## src/rtl/lut_mult_accum_if.sv

```systemverilog
// Handshake bundle between the constant multiplier and the block accumulator,
// plus the result port that feeds the next stage.
interface lut_mult_accum_if #(
  parameter int PROD_WIDTH = 16,
  parameter int ACC_WIDTH  = 24,
  parameter int CNT_WIDTH  = 5
);
  logic                  in_valid;
  logic                  in_ready;
  logic [PROD_WIDTH-1:0] in_prod;
  logic                  flush;
  logic                  out_valid;
  logic                  out_ready;
  logic [ACC_WIDTH-1:0]  out_sum;
  logic [CNT_WIDTH-1:0]  out_cnt;
  logic                  out_sat;

  // Producer of products / consumer of results.
  modport master (
    output in_valid, in_prod, flush, out_ready,
    input  in_ready, out_valid, out_sum, out_cnt, out_sat
  );

  // The accumulator itself.
  modport slave (
    input  in_valid, in_prod, flush, out_ready,
    output in_ready, out_valid, out_sum, out_cnt, out_sat
  );
endinterface

```

## src/rtl/lut_mult_accum.sv

```systemverilog
// Block accumulator: sums BLOCK_LEN unsigned products (or fewer on flush),
// saturating at all-ones, and holds each block result until it is taken.
//
// state   | meaning
// --------+------------------------------------------------
// S_IDLE  | no beats in the current block
// S_ACCUM | 1..BLOCK_LEN-1 beats taken
// S_DONE  | block result held on out_*, input stalled
module lut_mult_accum #(
  parameter int PROD_WIDTH = 16,
  parameter int ACC_WIDTH  = 24,
  parameter int BLOCK_LEN  = 16,
  parameter int CNT_WIDTH  = 5
) (
  input  logic              clk,
  input  logic              rst,
  lut_mult_accum_if.slave   bus_if
);

  localparam int SUM_WIDTH = ACC_WIDTH + 1;

  typedef enum logic [1:0] {
    S_IDLE  = 2'd0,
    S_ACCUM = 2'd1,
    S_DONE  = 2'd2
  } state_t;

  state_t                state_q, state_d;
  logic [ACC_WIDTH-1:0]  acc_q, acc_d;
  logic [CNT_WIDTH-1:0]  cnt_q, cnt_d;
  logic                  sat_q, sat_d;
  logic [ACC_WIDTH-1:0]  out_sum_q, out_sum_d;
  logic [CNT_WIDTH-1:0]  out_cnt_q, out_cnt_d;
  logic                  out_sat_q, out_sat_d;
  logic                  out_valid_q, out_valid_d;

  logic                  in_ready;
  logic                  beat;
  logic                  block_full;
  logic [SUM_WIDTH-1:0]  sum_ext;

  assign beat       = bus_if.in_valid && in_ready;
  // One extra bit catches overflow of the unsigned running sum.
  assign sum_ext    = {1'b0, acc_q} + SUM_WIDTH'(bus_if.in_prod);
  assign block_full = (cnt_d == CNT_WIDTH'(BLOCK_LEN));

  // State register.
  always_ff @(posedge clk or posedge rst) begin
    if (rst) begin
      state_q <= S_IDLE;
    end else begin
      state_q <= state_d;
    end
  end

  // Next-state logic; a beat taken with flush is counted before the block closes.
  always_comb begin
    state_d = state_q;
    unique case (state_q)
      S_IDLE: begin
        if (beat) begin
          state_d = (bus_if.flush || block_full) ? S_DONE : S_ACCUM;
        end
      end
      S_ACCUM: begin
        if (bus_if.flush || (beat && block_full)) begin
          state_d = S_DONE;
        end
      end
      S_DONE: begin
        if (out_valid_q && bus_if.out_ready) begin
          state_d = S_IDLE;
        end
      end
      default: state_d = S_IDLE;
    endcase
  end

  // Outputs: ready depends on state only, so no path from valid or out_ready.
  always_comb begin
    in_ready = (state_q != S_DONE);
  end

  assign bus_if.in_ready  = in_ready;
  assign bus_if.out_valid = out_valid_q;
  assign bus_if.out_sum   = out_sum_q;
  assign bus_if.out_cnt   = out_cnt_q;
  assign bus_if.out_sat   = out_sat_q;

  // Accumulator update: the first beat of a block reloads, later beats add and saturate.
  always_comb begin
    acc_d = acc_q;
    cnt_d = cnt_q;
    sat_d = sat_q;
    if (beat) begin
      if (state_q == S_IDLE) begin
        acc_d = ACC_WIDTH'(bus_if.in_prod);
        cnt_d = CNT_WIDTH'(1);
        sat_d = 1'b0;
      end else begin
        if (sum_ext[ACC_WIDTH]) begin
          acc_d = '1;
          sat_d = 1'b1;
        end else begin
          acc_d = sum_ext[ACC_WIDTH-1:0];
        end
        cnt_d = cnt_q + CNT_WIDTH'(1);
      end
    end
  end

  // Result capture on the edge that enters S_DONE; held otherwise.
  always_comb begin
    out_sum_d   = out_sum_q;
    out_cnt_d   = out_cnt_q;
    out_sat_d   = out_sat_q;
    out_valid_d = (state_d == S_DONE);
    if ((state_d == S_DONE) && (state_q != S_DONE)) begin
      out_sum_d = acc_d;
      out_cnt_d = cnt_d;
      out_sat_d = sat_d;
    end
  end

  // Datapath and result registers.
  always_ff @(posedge clk or posedge rst) begin
    if (rst) begin
      acc_q       <= '0;
      cnt_q       <= '0;
      sat_q       <= 1'b0;
      out_sum_q   <= '0;
      out_cnt_q   <= '0;
      out_sat_q   <= 1'b0;
      out_valid_q <= 1'b0;
    end else begin
      acc_q       <= acc_d;
      cnt_q       <= cnt_d;
      sat_q       <= sat_d;
      out_sum_q   <= out_sum_d;
      out_cnt_q   <= out_cnt_d;
      out_sat_q   <= out_sat_d;
      out_valid_q <= out_valid_d;
    end
  end

endmodule

```

## src/flat_wrapper.sv

```systemverilog
// flat-port wrapper written by rule: the top's interface ports become plain ports
module lut_mult_accum_flat 
#(
  parameter int PROD_WIDTH = 16,
  parameter int ACC_WIDTH  = 24,
  parameter int BLOCK_LEN  = 16,
  parameter int CNT_WIDTH  = 5
)
  (clk, rst, bus_if_in_valid, bus_if_in_prod, bus_if_flush, bus_if_out_ready, bus_if_in_ready, bus_if_out_valid, bus_if_out_sum, bus_if_out_cnt, bus_if_out_sat);
  lut_mult_accum_if #(.PROD_WIDTH(PROD_WIDTH), .ACC_WIDTH(ACC_WIDTH), .CNT_WIDTH(CNT_WIDTH)) bus_if_i ();
  input  logic clk;
  input  logic rst;
  input wire logic [$bits(bus_if_i.in_valid)-1:0] bus_if_in_valid;
  input wire logic [$bits(bus_if_i.in_prod)-1:0] bus_if_in_prod;
  input wire logic [$bits(bus_if_i.flush)-1:0] bus_if_flush;
  input wire logic [$bits(bus_if_i.out_ready)-1:0] bus_if_out_ready;
  output wire logic [$bits(bus_if_i.in_ready)-1:0] bus_if_in_ready;
  output wire logic [$bits(bus_if_i.out_valid)-1:0] bus_if_out_valid;
  output wire logic [$bits(bus_if_i.out_sum)-1:0] bus_if_out_sum;
  output wire logic [$bits(bus_if_i.out_cnt)-1:0] bus_if_out_cnt;
  output wire logic [$bits(bus_if_i.out_sat)-1:0] bus_if_out_sat;
  assign bus_if_i.in_valid = bus_if_in_valid;
  assign bus_if_i.in_prod = bus_if_in_prod;
  assign bus_if_i.flush = bus_if_flush;
  assign bus_if_i.out_ready = bus_if_out_ready;
  assign bus_if_in_ready = bus_if_i.in_ready;
  assign bus_if_out_valid = bus_if_i.out_valid;
  assign bus_if_out_sum = bus_if_i.out_sum;
  assign bus_if_out_cnt = bus_if_i.out_cnt;
  assign bus_if_out_sat = bus_if_i.out_sat;
  lut_mult_accum #(.PROD_WIDTH(PROD_WIDTH), .ACC_WIDTH(ACC_WIDTH), .BLOCK_LEN(BLOCK_LEN), .CNT_WIDTH(CNT_WIDTH)) u_core (.clk(clk), .rst(rst), .bus_if(bus_if_i));
endmodule
```

## config.mk

```make
export PLATFORM = sky130hd
export DESIGN_NAME = lut_mult_accum_flat
export DESIGN_NICKNAME = d
export VERILOG_FILES = /design/src/rtl/lut_mult_accum_if.sv /design/src/rtl/lut_mult_accum.sv /design/src/flat_wrapper.sv
export SDC_FILE = /design/constraint.sdc
export NUM_CORES = 1
export LEC_CHECK = 0
export ABC_CLOCK_PERIOD_IN_PS = 5300
export CORE_MARGIN = 3
export CORE_UTILIZATION = 59
export DETAILED_ROUTE_END_ITERATION = 16
export PLACE_DENSITY = 0.85
export SLEW_MARGIN = 40
export SYNTH_ARGS = -nofsm -noshare
export SYNTH_HDL_FRONTEND = slang
export SYNTH_SLANG_ARGS = --single-unit
```

## constraint.sdc

```tcl
create_clock -name clk -period 5.3 [get_ports clk]
set_clock_uncertainty 0.05 [all_clocks]
set_input_delay 1.06 -clock clk [delete_from_list [all_inputs] [get_ports clk]]
set_output_delay 1.06 -clock clk [all_outputs]
set_load 0.05 [all_outputs]
```

==> reports/summary.txt <==
# port buffers = 52
Post-Layout Cell Count = 518
Startpoint Class = input pin
Post-DP HPWL = 6.38 mm
Avg Inst Size Synth = 9.55 sq um
layout cells sized above 1 = 0.122
dpl cells = 503
Hold Path Stages = 2
GR peak layer = met2
Post-synth ARST share = 1.00
fin. max-slew vios = 0
Post-Synth XOR/XNOR Area = 0.0356
area of the multi-input gates = 2010 sq um
post-synthesis sequential area ratio = 0.427
Mapped Nets = 426
R2R cell count = 8
Die Area = 7250 sq um
clk root buf = clkbuf_8
largest net degree at the start of global routing = 46
first-pass GRT wire length = 15.0 mm
synth-to-layout area growth = 20.9%
Initial Utilization = 0.617
outcome = completed
number of DRC markers in iteration 0 = 187
Std-Cell Rows = 28
DP Worst Slack = 1.36 ns
Synth cell types = 63
Hold Path Class = reg -> reg
Slew @ Worst Pin = 0.719 ns
TritonCTS Sinks = 63
CTS buffer count = 9
EDFF count, synth = 0
Ports = 53
Hold Path Origin = u_core.bus_if.out_sum[16]
synth warn = 0
Core Area = 5990 sq um
simple-gate share of the synthesized area = 0.175
maxcap violations = 0
Skew-Pair Late Insertion Delay = 0.34 ns
RSZ-0062 raised after global routing = false
WS Path Type = in -> reg
RR Endpoint = u_core.bus_if.out_sum[9]
Final Setup Violations = 0
Final ANT Viol Nets = 0
Antenna diodes = 0
Post-CTS Setup Repair Bufs = 0
Pre-Repair DR Iteration Count = 4
final hold violation count = 0
fillers = 423
Die W = 85.1 um
chip height = 85.1 um
residual DRC count = 0
synthesized instance count = 387
Static Leak = 1.93 nW
Worst Hold Path EP = u_core.bus_if.out_sum[16]
synthesized-area fraction occupied by adder cells = 0.0630
H-tree depth = 3
CTS Buffer Depth = 2
Main synth FF type = dfrtp_1
TritonCTS clock tree = done
total grt overflow = 0
Peak VDD IR = 0.000450 V
routed vias = 3,243
critical path data arrival time = 3.91 ns
GR Util met2 = 0.400
number of global-route vias before repair = 3,103
met1 usage = 0.362
WHS = 0.429 ns
FF-to-FF setup slack = 2.37 ns
post-route setup slack = 1.56 ns
Sequential Area = 1580 sq um
PD cells = 630 nW/um^2
crit-path max FO = 10
GRT Util Overall = 0.258
post-synthesis compound-gate area fraction = 0.218
Peak Freq = 268 MHz
setup_tns = 0 ns
max_slew headroom = 0.518
met3 global-route usage = 0.0573
routability cong. = 0.915
FF-to-FF Start = u_core.acc_q[13]
Critical Path RT = 5.47 ns
combinational family with the most area after synthesis = compound AO/OA/AOI/OAI gates
hold_buf cts = 0
clk slew on worst S/H paths = 0.07 ns
average vias per placed instance = 6.26
initial antenna violation count = 0
Final Critical Period = 3.74 ns
Mapped Area = 3690 sq um
NumNets Final = 478
#FFs+latches synth = 63
PostCTS Resize Cnt = 0
final wirelength = 9.00 mm
commonest non-fill, non-tap cell in the layout = dfrtp_1
period utilisation layout = 0.705
commonest non-fill, non-tap cells in the layout = dfrtp_1, nand2_1, clkdlybuf4s50_1, o21ai_0, nor2_1
mux contribution to synthesized area = 0.0518
Worst Setup End Kind = flop
WL per Instance = 17.4 um
report_power, final:
group | internal, mW | switching (mW) | total [mW]
Combinational | 0.596 | 1.03 | 1.63
Sequential | 0.648 | 0.108 | 0.755
Clock | 0.240 | 0.185 | 0.425
Total | 1.48 | 1.33 | 2.81
worst max path at each step:
| stage | startpoint | slack, ns | end | depth (start not counted) |
|---|---|---|---|---|
| 3_3_place_gp | bus_if_in_prod[0] | 1.44 | u_core.bus_if.out_sum[5] | 12 |
| 2_1_floorplan | bus_if_in_prod[0] | 2.16 | u_core.bus_if.out_sum[14] | 10 |
| 6_report | bus_if_in_prod[13] | 1.56 | u_core.bus_if.out_sum[9] | 9 |
| 4_1_cts | bus_if_in_prod[13] | 1.66 | u_core.bus_if.out_sum[9] | 9 |
| 3_5_place_dp | bus_if_in_prod[0] | 1.36 | u_core.bus_if.out_sum[22] | 11 |
| 5_1_grt | bus_if_in_prod[13] | 1.43 | u_core.bus_if.out_sum[11] | 9 |
per-stage QoR:
stage | cell area, sq um | utilization | power [mW]
after floorplan | 3690 | - | 1.94
after global placement | 4270 | 0.712 | 2.32
after detailed placement | 4270 | 0.712 | 2.36
after CTS | 4460 | 0.745 | 2.80
after global routing | 4470 | 0.745 | 2.98
final | 4470 | 0.745 | 2.81
worst max-delay path, stage by stage:
cell             delay [ns]
clkdlybuf4s50_1        0.44
ha_1                   0.39
a211oi_1               0.31
nand2_1                0.13
o22ai_1                0.55
nor3_2                 0.26
a211oi_1               0.33
o21ai_1                0.14
mux2_2                 0.28
registers in the layout, indices dropped and copies added, names as in the netlist:
name / flops
u_core.sat_q: 1
u_core.state_q: 2
u_core.bus_if.out_cnt: 5
u_core.bus_if.out_sat: 1
u_core.cnt_q: 5
u_core.acc_q: 24
u_core.bus_if.out_valid: 1
u_core.bus_if.out_sum: 24
area by class of cell:
cell class                 count  area share
clock buffer                  12      0.0347
clock inverter                 3     0.00953
timing repair buffer          56       0.123
multi-input combinational    299       0.450
inverter                      10     0.00841
sequential                    63       0.353
tap                           75      0.0210
cell families after synthesis:
| logic type | count (synthesis) |
|---|---|
| AO/OA/AOI/OAI | 118 |
| XOR/XNOR | 15 |
| adder cells (fa/ha/maj) | 18 |
| buffers and inverters | 25 |
| flip-flops | 63 |
| multiplexers | 17 |
| AND/OR/NAND/NOR | 131 |
per-layer routing:
metal,wire length (um),share of wire
met1,4070,0.45
met2,4240,0.47
met3,529,0.059
met4,163,0.018
met5,0,0
Yosys cell counts (4+ instances only):
cell type | count | share of area
inv_1 | 10 | 0.010
clkbuf_1 | 8 | 0.0081
or3_1 | 5 | 0.0085
nor3_1 | 4 | 0.0054
o21ai_1 | 12 | 0.016
o21a_1 | 4 | 0.0081
nand2_1 | 54 | 0.055
and3_1 | 5 | 0.0085
and2_1 | 7 | 0.012
a21o_1 | 6 | 0.012
xor2_1 | 5 | 0.012
a211oi_1 | 10 | 0.020
nand4_1 | 5 | 0.0085
buf_2 | 5 | 0.0068
a21oi_1 | 21 | 0.028
nor2_1 | 24 | 0.024
xnor2_1 | 10 | 0.024
nand3_1 | 7 | 0.0095
a31oi_1 | 7 | 0.012
o21ai_0 | 24 | 0.033
mux2_2 | 13 | 0.040
ha_1 | 17 | 0.058
dfrtp_1 | 63 | 0.43
No activity file was read; power rests on OpenSTA's default activity.
